**src/rtl/arm_pkg.sv**
```systemverilog
// Shared definitions for the instruction fetch unit: default widths and
// the fetch sequencer state encoding.
package arm_pkg;

    localparam int ARCH_DEFAULT = 32;
    localparam int AW_DEFAULT   = 12;

    typedef enum logic [1:0] {
        IDLE  = 2'd0,
        REQ   = 2'd1,
        DRAIN = 2'd2
    } fetch_state_e;

endpackage

```
**src/rtl/fetch_fifo.sv**
```systemverilog
// Prefetch buffer: DEPTH entries of {instruction, pc}, registered head,
// synchronous flush that takes priority over push and pop.
module fetch_fifo #(
    parameter int W     = 44,
    parameter int DEPTH = 4
) (
    input  logic                   clk,
    input  logic                   reset,
    input  logic                   push_i,
    input  logic [W-1:0]           push_data_i,
    input  logic                   pop_i,
    input  logic                   flush_i,
    output logic [W-1:0]           head_o,
    output logic                   full_o,
    output logic                   empty_o,
    output logic [$clog2(DEPTH):0] count_o
);

    localparam int PW = $clog2(DEPTH);

    logic [W-1:0]  mem_q [DEPTH];
    logic [PW-1:0] wr_ptr_q;
    logic [PW-1:0] rd_ptr_q;
    logic [PW:0]   count_q;
    logic          push_ok;
    logic          pop_ok;

    assign full_o  = (count_q == (PW+1)'(DEPTH));
    assign empty_o = (count_q == '0);
    assign count_o = count_q;
    assign head_o  = mem_q[rd_ptr_q];

    // Guard against overflow/underflow even if the caller misbehaves.
    assign push_ok = push_i && !full_o;
    assign pop_ok  = pop_i && !empty_o;

    always_ff @(posedge clk) begin
        if (reset) begin
            for (int i = 0; i < DEPTH; i++) begin
                mem_q[i] <= '0;
            end
            wr_ptr_q <= '0;
            rd_ptr_q <= '0;
            count_q  <= '0;
        end else if (flush_i) begin
            wr_ptr_q <= '0;
            rd_ptr_q <= '0;
            count_q  <= '0;
        end else begin
            if (push_ok) begin
                mem_q[wr_ptr_q] <= push_data_i;
                wr_ptr_q        <= wr_ptr_q + PW'(1);
            end
            if (pop_ok) begin
                rd_ptr_q <= rd_ptr_q + PW'(1);
            end
            if (push_ok && !pop_ok) begin
                count_q <= count_q + (PW+1)'(1);
            end else if (!push_ok && pop_ok) begin
                count_q <= count_q - (PW+1)'(1);
            end
        end
    end

endmodule

```
**src/rtl/arm_fetch.sv**
```systemverilog
// Instruction fetch unit: single-outstanding memory sequencer feeding a prefetch FIFO.
// Define FETCH_PERF_EN to add the fetch_count / stall_count performance counters.
module arm_fetch
    import arm_pkg::*;
#(
    parameter int ARCH  = ARCH_DEFAULT,
    parameter int AW    = AW_DEFAULT,
    parameter int DEPTH = 4
) (
    input  logic            clk,
    input  logic            reset,
    input  logic            redirect,
    input  logic [AW-1:0]   redirect_pc,
    output logic            mem_req,
    output logic [AW-1:0]   mem_addr,
    input  logic            mem_ack,
    input  logic [ARCH-1:0] mem_rdata,
    output logic            ins_valid,
    input  logic            ins_ready,
    output logic [ARCH-1:0] ins_data,
    output logic [AW-1:0]   ins_pc
`ifdef FETCH_PERF_EN
    ,
    output logic [31:0]     fetch_count,
    output logic [31:0]     stall_count
`endif
);

    localparam int CW = $clog2(DEPTH) + 1;

    fetch_state_e       state_q, state_d;
    logic [AW-1:0]      pc_q, pc_d;
    logic [AW-1:0]      addr_q, addr_d;
    logic               fifo_push;
    logic               fifo_pop;
    logic               fifo_full;
    logic               fifo_empty;
    logic [CW-1:0]      fifo_count;
    logic [ARCH+AW-1:0] fifo_head;
    logic               in_flight;
    logic               slot_free;

    // A word still in flight has already claimed its slot.
    assign in_flight = (state_q == REQ);
    assign slot_free = (fifo_count + CW'(in_flight)) < CW'(DEPTH);

    assign fifo_push = (state_q == REQ) && mem_ack && !redirect && !fifo_full;
    assign fifo_pop  = ins_valid && ins_ready && !redirect;

    always_comb begin
        state_d = state_q;
        pc_d    = pc_q;
        addr_d  = addr_q;
        case (state_q)
            IDLE: begin
                if (redirect) begin
                    pc_d = redirect_pc;
                end else if (slot_free) begin
                    state_d = REQ;
                    addr_d  = pc_q;
                end
            end
            REQ: begin
                if (redirect) begin
                    pc_d    = redirect_pc;
                    state_d = mem_ack ? IDLE : DRAIN;
                end else if (mem_ack) begin
                    state_d = IDLE;
                    if (fifo_push) begin
                        pc_d = pc_q + AW'(1);
                    end
                end
            end
            DRAIN: begin
                if (redirect) begin
                    pc_d = redirect_pc;
                end
                if (mem_ack) begin
                    state_d = IDLE;
                end
            end
            default: state_d = IDLE;
        endcase
    end

    always_ff @(posedge clk) begin
        if (reset) begin
            state_q <= IDLE;
            pc_q    <= '0;
            addr_q  <= '0;
        end else begin
            state_q <= state_d;
            pc_q    <= pc_d;
            addr_q  <= addr_d;
        end
    end

    // DRAIN keeps the request asserted so the abandoned transaction completes cleanly.
    assign mem_req  = (state_q != IDLE);
    assign mem_addr = addr_q;

    fetch_fifo #(
        .W     (ARCH + AW),
        .DEPTH (DEPTH)
    ) u_fifo (
        .clk         (clk),
        .reset       (reset),
        .push_i      (fifo_push),
        .push_data_i ({mem_rdata, addr_q}),
        .pop_i       (fifo_pop),
        .flush_i     (redirect),
        .head_o      (fifo_head),
        .full_o      (fifo_full),
        .empty_o     (fifo_empty),
        .count_o     (fifo_count)
    );

    assign ins_valid = !fifo_empty;
    assign ins_data  = fifo_head[ARCH+AW-1:AW];
    assign ins_pc    = fifo_head[AW-1:0];

`ifdef FETCH_PERF_EN
    logic [31:0] fetch_count_q;
    logic [31:0] stall_count_q;

    always_ff @(posedge clk) begin
        if (reset) begin
            fetch_count_q <= '0;
            stall_count_q <= '0;
        end else begin
            if (fifo_push) begin
                fetch_count_q <= fetch_count_q + 32'd1;
            end
            if (ins_ready && !ins_valid) begin
                stall_count_q <= stall_count_q + 32'd1;
            end
        end
    end

    assign fetch_count = fetch_count_q;
    assign stall_count = stall_count_q;
`endif

endmodule

```
**config.mk**
```make
export PLATFORM = sky130hd
export DESIGN_NAME = arm_fetch
export DESIGN_NICKNAME = d
export VERILOG_FILES = /design/src/rtl/arm_pkg.sv /design/src/rtl/fetch_fifo.sv /design/src/rtl/arm_fetch.sv
export SDC_FILE = /design/constraint.sdc
export NUM_CORES = 1
export LEC_CHECK = 0
export CAP_MARGIN = 20
export CORE_UTILIZATION = 40
export CTS_BUF_LIST = sky130_fd_sc_hd__clkbuf_4 sky130_fd_sc_hd__clkbuf_8
export DETAILED_ROUTE_END_ITERATION = 7
export GPL_ROUTABILITY_DRIVEN = 0
export PLACE_DENSITY = 0.64
export SLEW_MARGIN = 0
export SYNTH_ARGS = -nofsm -noshare
export SYNTH_HDL_FRONTEND = slang
export SYNTH_SLANG_ARGS = --single-unit
```
**constraint.sdc**
```tcl
create_clock -name clk -period 3.6 [get_ports clk]
set_input_delay 0.36 -clock clk [delete_from_list [all_inputs] [get_ports clk]]
set_output_delay 0.36 -clock clk [all_outputs]
set_load 0.02 [all_outputs]
```
==> impl_metrics.py <==
metrics = {
    "die": {
        "start_util_pct": 41.0,
        "rows": 55,
        "io_pins": 107,
        "core_mm2": 0.0228,
        "die_w_um": 155,
        "die_h_um": 155,
        "die-area_mm2": 0.0239,
    },
    "clock_tree": {
        "post_cts_buffers": 0,
        "cts_max_level": 2,
        "tritoncts": "done",
        "clkTransAtPathRegs_ns": 0.06,
        "ctsHoldBuffers": 0,
        "cts_buffers": 36,
        "cts-resized-gates": 0,
        "root_buffer": "clkbuf_8",
        "cts.path.max_buffers": 3,
        "insertion_delay_ns": 0.51,
        "clock-sinks": 211,
    },
    "synthesis": {
        "netlist_instances": 644,
        "synth_nets": 696,
        "ys.flop_type": "edfxtp_1",
        "synth_area_mm2": 0.00933,
        "postSynth.asyncResetShare_pct": 0,
        "syn_area_per_cell_um2": 14.5,
        "yosysWarnings": 0,
        "synth.ff_latch_count": 211,
        "ys_types": 49,
        "synth_edf_count": 176,
        "ys_seq_area_share_pct": 64.2,
    },
    "sta": {
        "worst_pin_slew_ns": 0.872,
        "finalMaxSlewViolations": 0,
        "hold_violations": 0,
        "finalSetupTns_ns": 0,
        "fin_ws_ns": 0.627,
        "relSlewSlack_pct": 41.9,
        "rsz0062_at_grt": "false",
        "period_share_pct": 82.6,
        "fin_skew_ns": 0.0153,
        "period_minus_slack_ns": 2.97,
        "fmax_mhz": 336,
        "setup_violations": 0,
    },
    "route": {
        "drt_iter0_markers": 378,
        "via_per_inst": 5.11,
        "drc_errors": 0,
        "wl_per_cell_um": 18.2,
        "finalWirelength_mm": 19.9,
        "ant_nets": 0,
        "num_vias": 5593,
        "firstDrtPassIters": 4,
    },
    "finish": {
        "antenna_cells": 0,
        "fillCellCount": 1963,
        "nets": 808,
        "area_growth_pct": 22.4,
        "final_layout_size_suffix_gt1_share_pct": 17.0,
        "fin_area_mm2": 0.0114,
        "multiInputGateArea_mm2": 0.00307,
        "regArea_mm2": 0.00599,
    },
    "critical_path": {
        "path_cells": "buf_12 -> mux4_2 -> clkdlybuf4s50_1",
        "critical_path.max_stage_delay_ns": 0.68,
        "critPathKind": "register to output port",
        "startpoint_type": "register",
        "slowest_stage": "dfxtp_4",
        "rrSetupSlack_ns": 0.75,
        "crit_path_max_fanout": 23,
        "rr_startpoint": "state_q[0]$_SDFFE_PP0P_",
        "cp.required_ns": 3.24,
        "r2r-end": "u_fifo.count_o[2]$_SDFFE_PP0P_",
        "cp-end-kind": "output port",
        "rr_worst_depth": 9,
        "arrival_ns": 2.61,
    },
    "power": {
        "ir_worst_vdd_v": 0.000233,
        "power_mw": 5.29,
        "powerDensity_mw_per_mm2": 463,
        "p_leak_nw": 4.17,
    },
    "global_route": {
        "grt_pass1_wl_mm": 31.2,
        "grtUsageTotal_pct": 17.0,
        "grt_start_max_net_pins": 89,
        "first_global_vias": 5870,
        "antenna_found_initial": 0,
        "overflow": 0,
    },
    "run_status": {
        "status": "finished clean",
    },
    "placed_design": {
        "portBuffers": 106,
        "place_hpwl_mm": 11.2,
        "dpl_worst_slack_ns": 0.417,
        "dpl_cell_area_mm2": 0.0107,
    },
    "worst_hold_path": {
        "hold_path.class": "input pin to register",
        "hold_path_depth": 3,
        "min_from": "redirect_pc[0]",
        "hold_end": "pc_q[0]$_SDFFE_PP0P_",
    },
    "flow_run": {
        "max_cap_violations": 0,
    },
}
## power by group
| part | leakage (nW) | switching (mW) | internal (mW) |
|---|---|---|---|
| Sequential | 2.11 | 0.0468 | 2.73 |
| Combinational | 1.68 | 0.195 | 0.179 |
| Clock | 0.384 | 0.917 | 1.22 |
| Total | 4.17 | 1.16 | 4.13 |
## cell usage after synthesis (6+ instances only)
master	n	share of area (%)
o21ai_0	9	0.48
a21oi_1	22	1.2
clkbuf_1	23	0.93
buf_2	6	0.32
dfxtp_1	35	7.5
nand2_1	34	1.4
buf_6	10	1.2
and3_1	46	3.1
or3_1	7	0.47
nor2_1	17	0.68
edfxtp_1	176	57
and2_1	136	9.1
mux4_2	44	11
## final cells by class
type                    count  area share [%]
flip-flops and latches    211            52.5
inverters                   5           0.164
repair buffers            120            10.9
multi-input cells         382            26.9
well taps                 313            3.43
clock buffers              56            5.71
clock inverters             7           0.493
## logic make-up (layout without fill, tap and decap cells)
logic type / after synthesis / after routing / synth area share [%]
muxes: 46 / 46 / 10.8
xor gates and xnor gates: 5 / 5 / 0.469
buffers and inverters: 51 / 188 / 3.06
and+or+nand+nor: 273 / 273 / 17.3
adders and majority gates: 3 / 3 / 0.483
AOI/OAI and AO/OA: 55 / 55 / 3.72
DFF: 211 / 211 / 64.2
## critical path: cells and delay by family (launching register included)
kind                   cells  cell delay, ns
buffers and inverters      2            0.89
DFF                        1            0.68
muxes                      1            0.52
## sequential cells by signal (all words and copies together), names as in the netlist, named ones only
register,count
u_fifo.count_o,3
u_fifo.wr_ptr_q,2
mem_addr,12
state_q,2
u_fifo.rd_ptr_q,2
pc_q,12
u_fifo.mem_q,176
## placed cells by master (no fill, tap or decap), types with 4 or more instances in the layout
master,count
or3_1,7
a211oi_1,4
clkbuf_4,19
and3_1,44
nor2_1,16
nand2_1,34
inv_1,5
edfxtp_1,176
xor2_1,4
o21ai_0,9
mux4_2,44
buf_4,8
nand3_1,5
dfxtp_1,33
buf_12,6
clkdlybuf4s50_1,106
a21oi_1,22
clkbuf_8,37
and2_1,136
## per-stage QoR
stage	instances	hold WS [ns]	util, %
5_1_grt	1094	0.439	50.1
6_report	1094	0.448	50.1
3_5_place_dp	1031	0.494	47.0
2_1_floorplan	644	0.439	-
4_1_cts	1094	0.410	50.1
3_3_place_gp	1031	0.477	47.0
## metal layers
layer	GRT usage, %	vias to the layer above	part of all wire (%)
met2	28.9	179	48
met4	5.61	0	1.9
met1	21.2	2744	43
met5	0	-	0
met3	4.17	35	6.8
li1	-	2635	-
## worst max path at each step
stage	start	endpoint	slack (ns)
5_1_grt	register	ins_pc[0]	0.45
4_1_cts	register	ins_data[27]	0.52
3_5_place_dp	mem_ack	u_fifo.count_o[2]$_SDFFE_PP0P_	0.42
2_1_floorplan	state_q[0]$_SDFFE_PP0P_	u_fifo.mem_q[0][0]$_SDFFCE_PN0P_	0.97
6_report	register	ins_pc[0]	0.63
3_3_place_gp	mem_ack	u_fifo.count_o[2]$_SDFFE_PP0P_	0.54
No activity file was read; power rests on OpenSTA's default activity.
==> patch 1, RTL diff (config.mk and constraints unchanged) <==
Add a define of `FETCH_PERF_EN`.
--- a/src/rtl/arm_fetch.sv
+++ b/src/rtl/arm_fetch.sv
@@ -2,2 +2,4 @@
 // Define FETCH_PERF_EN to add the fetch_count / stall_count performance counters.
+`define FETCH_PERF_EN
+
 module arm_fetch
Check against the original RTL (old outputs only; new: fetch_count and stall_count): no difference found for any inputs over 4 cycles, from zero or initial values and one cycle with reset high; that may be too few to reach the edited logic, so the function may still have changed.
==> patch 1 against the original RTL <==
Fmax decreased by 1.8%; power increased by 25%; highest routed layer is now met5; worst setup slack got worse by 0.053 ns; largest power group unchanged; routed wire length increased by 40%; cell area increased by 33%; core utilization increased by 1.1 points; sequential cell count increased by 64; critical endpoint is now ins_data[25]; synthesized cell count increased by 51%; hold slack got worse by 0.059 ns; area after synthesis increased by 30%.
==> patch 1: results (changes against the original RTL) <==
outcome:
  status: "finished, final reports clean"
worst_hold_path:
  hp-start: "redirect_pc[1]"
  worstHoldEndpoint: "pc_q[1]"
synth:
  synth_xor_area_frac: 0.0469  # +0.0423
  synth_fp_nets: 1025  # +47%
  synth_cell_types: 54  # +10%
  synthTopCellsByArea: "edfxtp_1 (44%), dfxtp_1 (16%), mux4_2 (8.2%)"
  synth-seq-area-share: 0.599  # -0.0425
  ys_top_cells_by_count: "edfxtp_1 (176), and2_1 (134), dfxtp_1 (99)"
  synth_mux_area_frac: 0.0834  # -0.0250
  synth_area_per_cell_um2: 12.5  # -14%
  synth_fa_ha_area_frac: 0.00578  # +0.000949
  synth-compound-area-share: 0.0301  # -0.00703
clocking:
  clock_latency_ns: 0.56  # +0.05 ns
  cts_made_buffers: 47  # +31%
cells_and_area:
  sh_seq_area: 0.478  # -0.0469
  buffer_area_frac: 0.124  # +0.0151
  nFlopsAndLatches: 275  # +30%
  final-instance-count-excl-fill: 1577  # +44%
  clockBufferCount: 70  # +25%
  inverters: 11  # +6
  multi_input_area_share: 0.304  # +0.0350
  nets: 1205  # +49%
  multi_input_cells: 626  # +64%
  signal_buffers: 190  # +58%
  clk_share: 0.0599  # -0.00209
  fillerInstances: 2584  # +32%
worst_setup_path:
  crit_end: "ins_data[25]"
  reg2reg_depth: 8  # -1
  r2r_slack_ns: 1.29  # +0.54 ns
  worst-path-max-fanout: 26  # +13%
  crit_arrival_ns: 2.67  # +0.06 ns
power:
  p_comb_mw: 0.403  # +8.0%
  clockPowerShare: 0.411  # +0.007
  ir_drop_mv: 0.218  # -6.2%
  leakagePower_nw: 5.53  # +33%
  power-per-cell-area_nw_per_um2: 435  # -6.1%
route:
  via_per_inst: 5.10  # -0.18%
  wl_mm: 27.8  # +40%
  firstDrtPassIters: 5  # +1
timing:
  max_slew.worst_pin.slew_ns: 0.943  # +0.0710 ns
  skew_ns: 0.0179  # +0.00257 ns
global_routing:
  antenna_found_initial: 1  # +1
  grt_pass1_vias: 8133  # +39%
  track_usage: 0.181  # +0.0111
  grt_start_max_net_pins: 91  # +2.2%
[patch 1: cell types whose count changed in the layout (fill, tap and decap cells not counted), sizes merged, moves of 22 or more]
cell / unedited run / this run
xor2: 4 / 52
nand4: 2 / 29
dfxtp: 35 / 99
nor2: 17 / 82
nand3: 5 / 27
nand2: 34 / 69
clkdlybuf4s50: 106 / 169
[patch 1: critical path, cell delays in order, from the launching register on]
cell and delay, ns:
dfxtp_4 0.69, buf_4 0.32, mux4_2 0.54, clkdlybuf4s50_1 0.56
[patch 1: per-layer routing]
layer | global-route usage | up-vias | part of all wire
met5 | 0 | - | 0.00029
met4 | 0.0431 | 2 | 0.015
met3 | 0.0551 | 44 | 0.075
met2 | 0.289 | 214 | 0.47
met1 | 0.239 | 3903 | 0.44
li1 | - | 3885 | -
[patch 1: per-stage QoR]
stage	hold slack [ns]	utilization	TNS (ns)
detailed placement	0.473	0.481	0
finish	0.390	0.512	0
floorplan	0.439	-	-86.72
global placement	0.469	0.481	0
CTS	0.358	0.512	0
global route	0.397	0.512	0
==> patch 2, RTL diff (config.mk and constraints unchanged) <==
Made on the original files. Encoding of `fetch_state_e`: now one-hot (3 bits for 3 states).
--- a/src/rtl/arm_pkg.sv
+++ b/src/rtl/arm_pkg.sv
@@ -7,6 +7,6 @@
 
-    typedef enum logic [1:0] {
-        IDLE  = 2'd0,
-        REQ   = 2'd1,
-        DRAIN = 2'd2
+    typedef enum logic [2:0] {
+        IDLE  = 3'b001,
+        REQ   = 3'b010,
+        DRAIN = 3'b100
     } fetch_state_e;
Formal check against the unedited RTL: same outputs for any inputs over 4 cycles, from zero or initial values and one cycle with reset high; so few cycles prove little.
==> patch 2 against the original RTL <==
Cell area grew 1.5%; clock skew up 0.011 ns; sequential share of layout area decreased by 0.61 points; first-iteration DRC count decreased by 23%; register-to-register slack better by 0.33 ns; count of clock-buffer cells in the layout down 2; synthesized cell count fell by 0.31%; power is essentially flat; hold slack gained 0.016 ns; sequential cell count increased by 1; routed wire length grew 3.4%; worst setup slack improved by 0.0020 ns; core utilization fell by 0.60 points; area after synthesis is 2.0% higher; critical path type unchanged; largest power group unchanged; highest routed layer unchanged.
==> patch 2: results (changes against the original RTL) <==
synth:
  synth-compound-area-share: 0.0314  # -0.00572
  synthTopCellsByArea: "edfxtp_1 (56%), mux4_2 (10%), and2_1 (8.7%)"
  synth_xor_area_frac: 0.00737  # +0.00267
  synth_mux_area_frac: 0.128  # +0.0200
  synth_fp_nets: 694  # -0.29%
  ys_top_cells_by_count: "edfxtp_1 (176), and2_1 (133), and3_1 (46)"
  syn_inst: 642  # -0.31%
  synth_fa_ha_area_frac: 0.00474  # -0.0000934
  synth_cell_types: 46  # -6.1%
  synth-seq-area-share: 0.631  # -0.0103
clocking:
  cts_made_buffers: 37  # +2.8%
place:
  dp_cells: 1034  # +0.29%
  place_hpwl_mm: 12.1  # +8.2%
  placed_area_um2: 10900  # +1.4%
route:
  num_vias: 5709  # +2.1%
  drt_iter0_markers: 290  # -23%
  wl_per_cell_um: 18.6  # +2.6%
worst_setup_path:
  worst-path-max-fanout: 24  # +4.3%
  crit_arrival_ns: 2.61  # about the same
timing:
  max_slew.worst_pin.slew_ns: 1.05  # +0.182 ns
  skew_ns: 0.0259  # +0.0106 ns
outcome:
  status: "finished, final reports clean"
global_routing:
  grt_pass1_wl_mm: 32.7  # +5.1%
  track_usage: 0.175  # +0.00535
  grt_pass1_vias: 6022  # +2.6%
cells_and_area:
  final-instance-count-excl-fill: 1102  # +0.73%
  fillerInstances: 2017  # +2.8%
  nets: 807  # -0.12%
power:
  swShare: 0.222  # +0.00262
  ir_drop_mv: 0.289  # +24%
## patch 2: cell type report
| cell class | instances | share of cell area |
|---|---|---|
| Sequential cell | 212 | 0.519 |
| Multi-Input combinational cell | 369 | 0.274 |
| Timing Repair Buffer | 121 | 0.106 |
| Clock buffer | 54 | 0.0549 |
| Tap cell | 319 | 0.0344 |
| Clock inverter | 13 | 0.00756 |
| Inverter | 14 | 0.00453 |
## patch 2: logic make-up (layout without fill, tap and decap cells)
family,count (synthesis),in the layout
flip-flops,212,212
adder cells (fa/ha/maj),3,3
AND/OR/NAND/NOR,253,253
AO/OA/AOI/OAI,38,38
buffers and inverters,61,202
XOR/XNOR,8,8
multiplexers,67,67
## patch 2: path summary, 6_finish.rpt
path	end	slack, ns	cells after the start
setup / recovery	ins_data[6]	0.63	3
hold / removal	pc_q[1]	0.46	3
setup reg to reg	u_fifo.count_o[2]	1.08	8
hold reg to reg	pc_q[11]	0.49	2
## patch 2: per-layer routing
metal | wire length [um] | global-route usage | up-vias
met3 | 1080 | 0.0297 | 33
met4 | 377 | 0.0565 | 0
met2 | 10100 | 0.298 | 170
met1 | 8940 | 0.227 | 2871
met5 | 0 | 0 | -
li1 | - | - | 2635
## patch 2: critical path, cell delays in order, from the launching register on
cell and delay (ns):
dfxtp_4 0.69, buf_12 0.28, mux4_2 0.55, clkdlybuf4s50_1 0.57
## patch 2: power groups by stage
stage	Clock (mW)	Sequential, mW	Combinational (mW)
after global placement	0	2.83	0.348
after floorplan	0	2.82	0.184
after global routing	2.31	2.79	0.381
final	2.15	2.78	0.353
after CTS	2.20	2.78	0.356
after detailed placement	0	2.83	0.354
## patch 2: metrics by stage
step	util	total power, mW
after floorplan	-	3.00
after global placement	0.464	3.18
after detailed placement	0.464	3.19
after CTS	0.495	5.34
after global routing	0.495	5.48
final	0.495	5.29
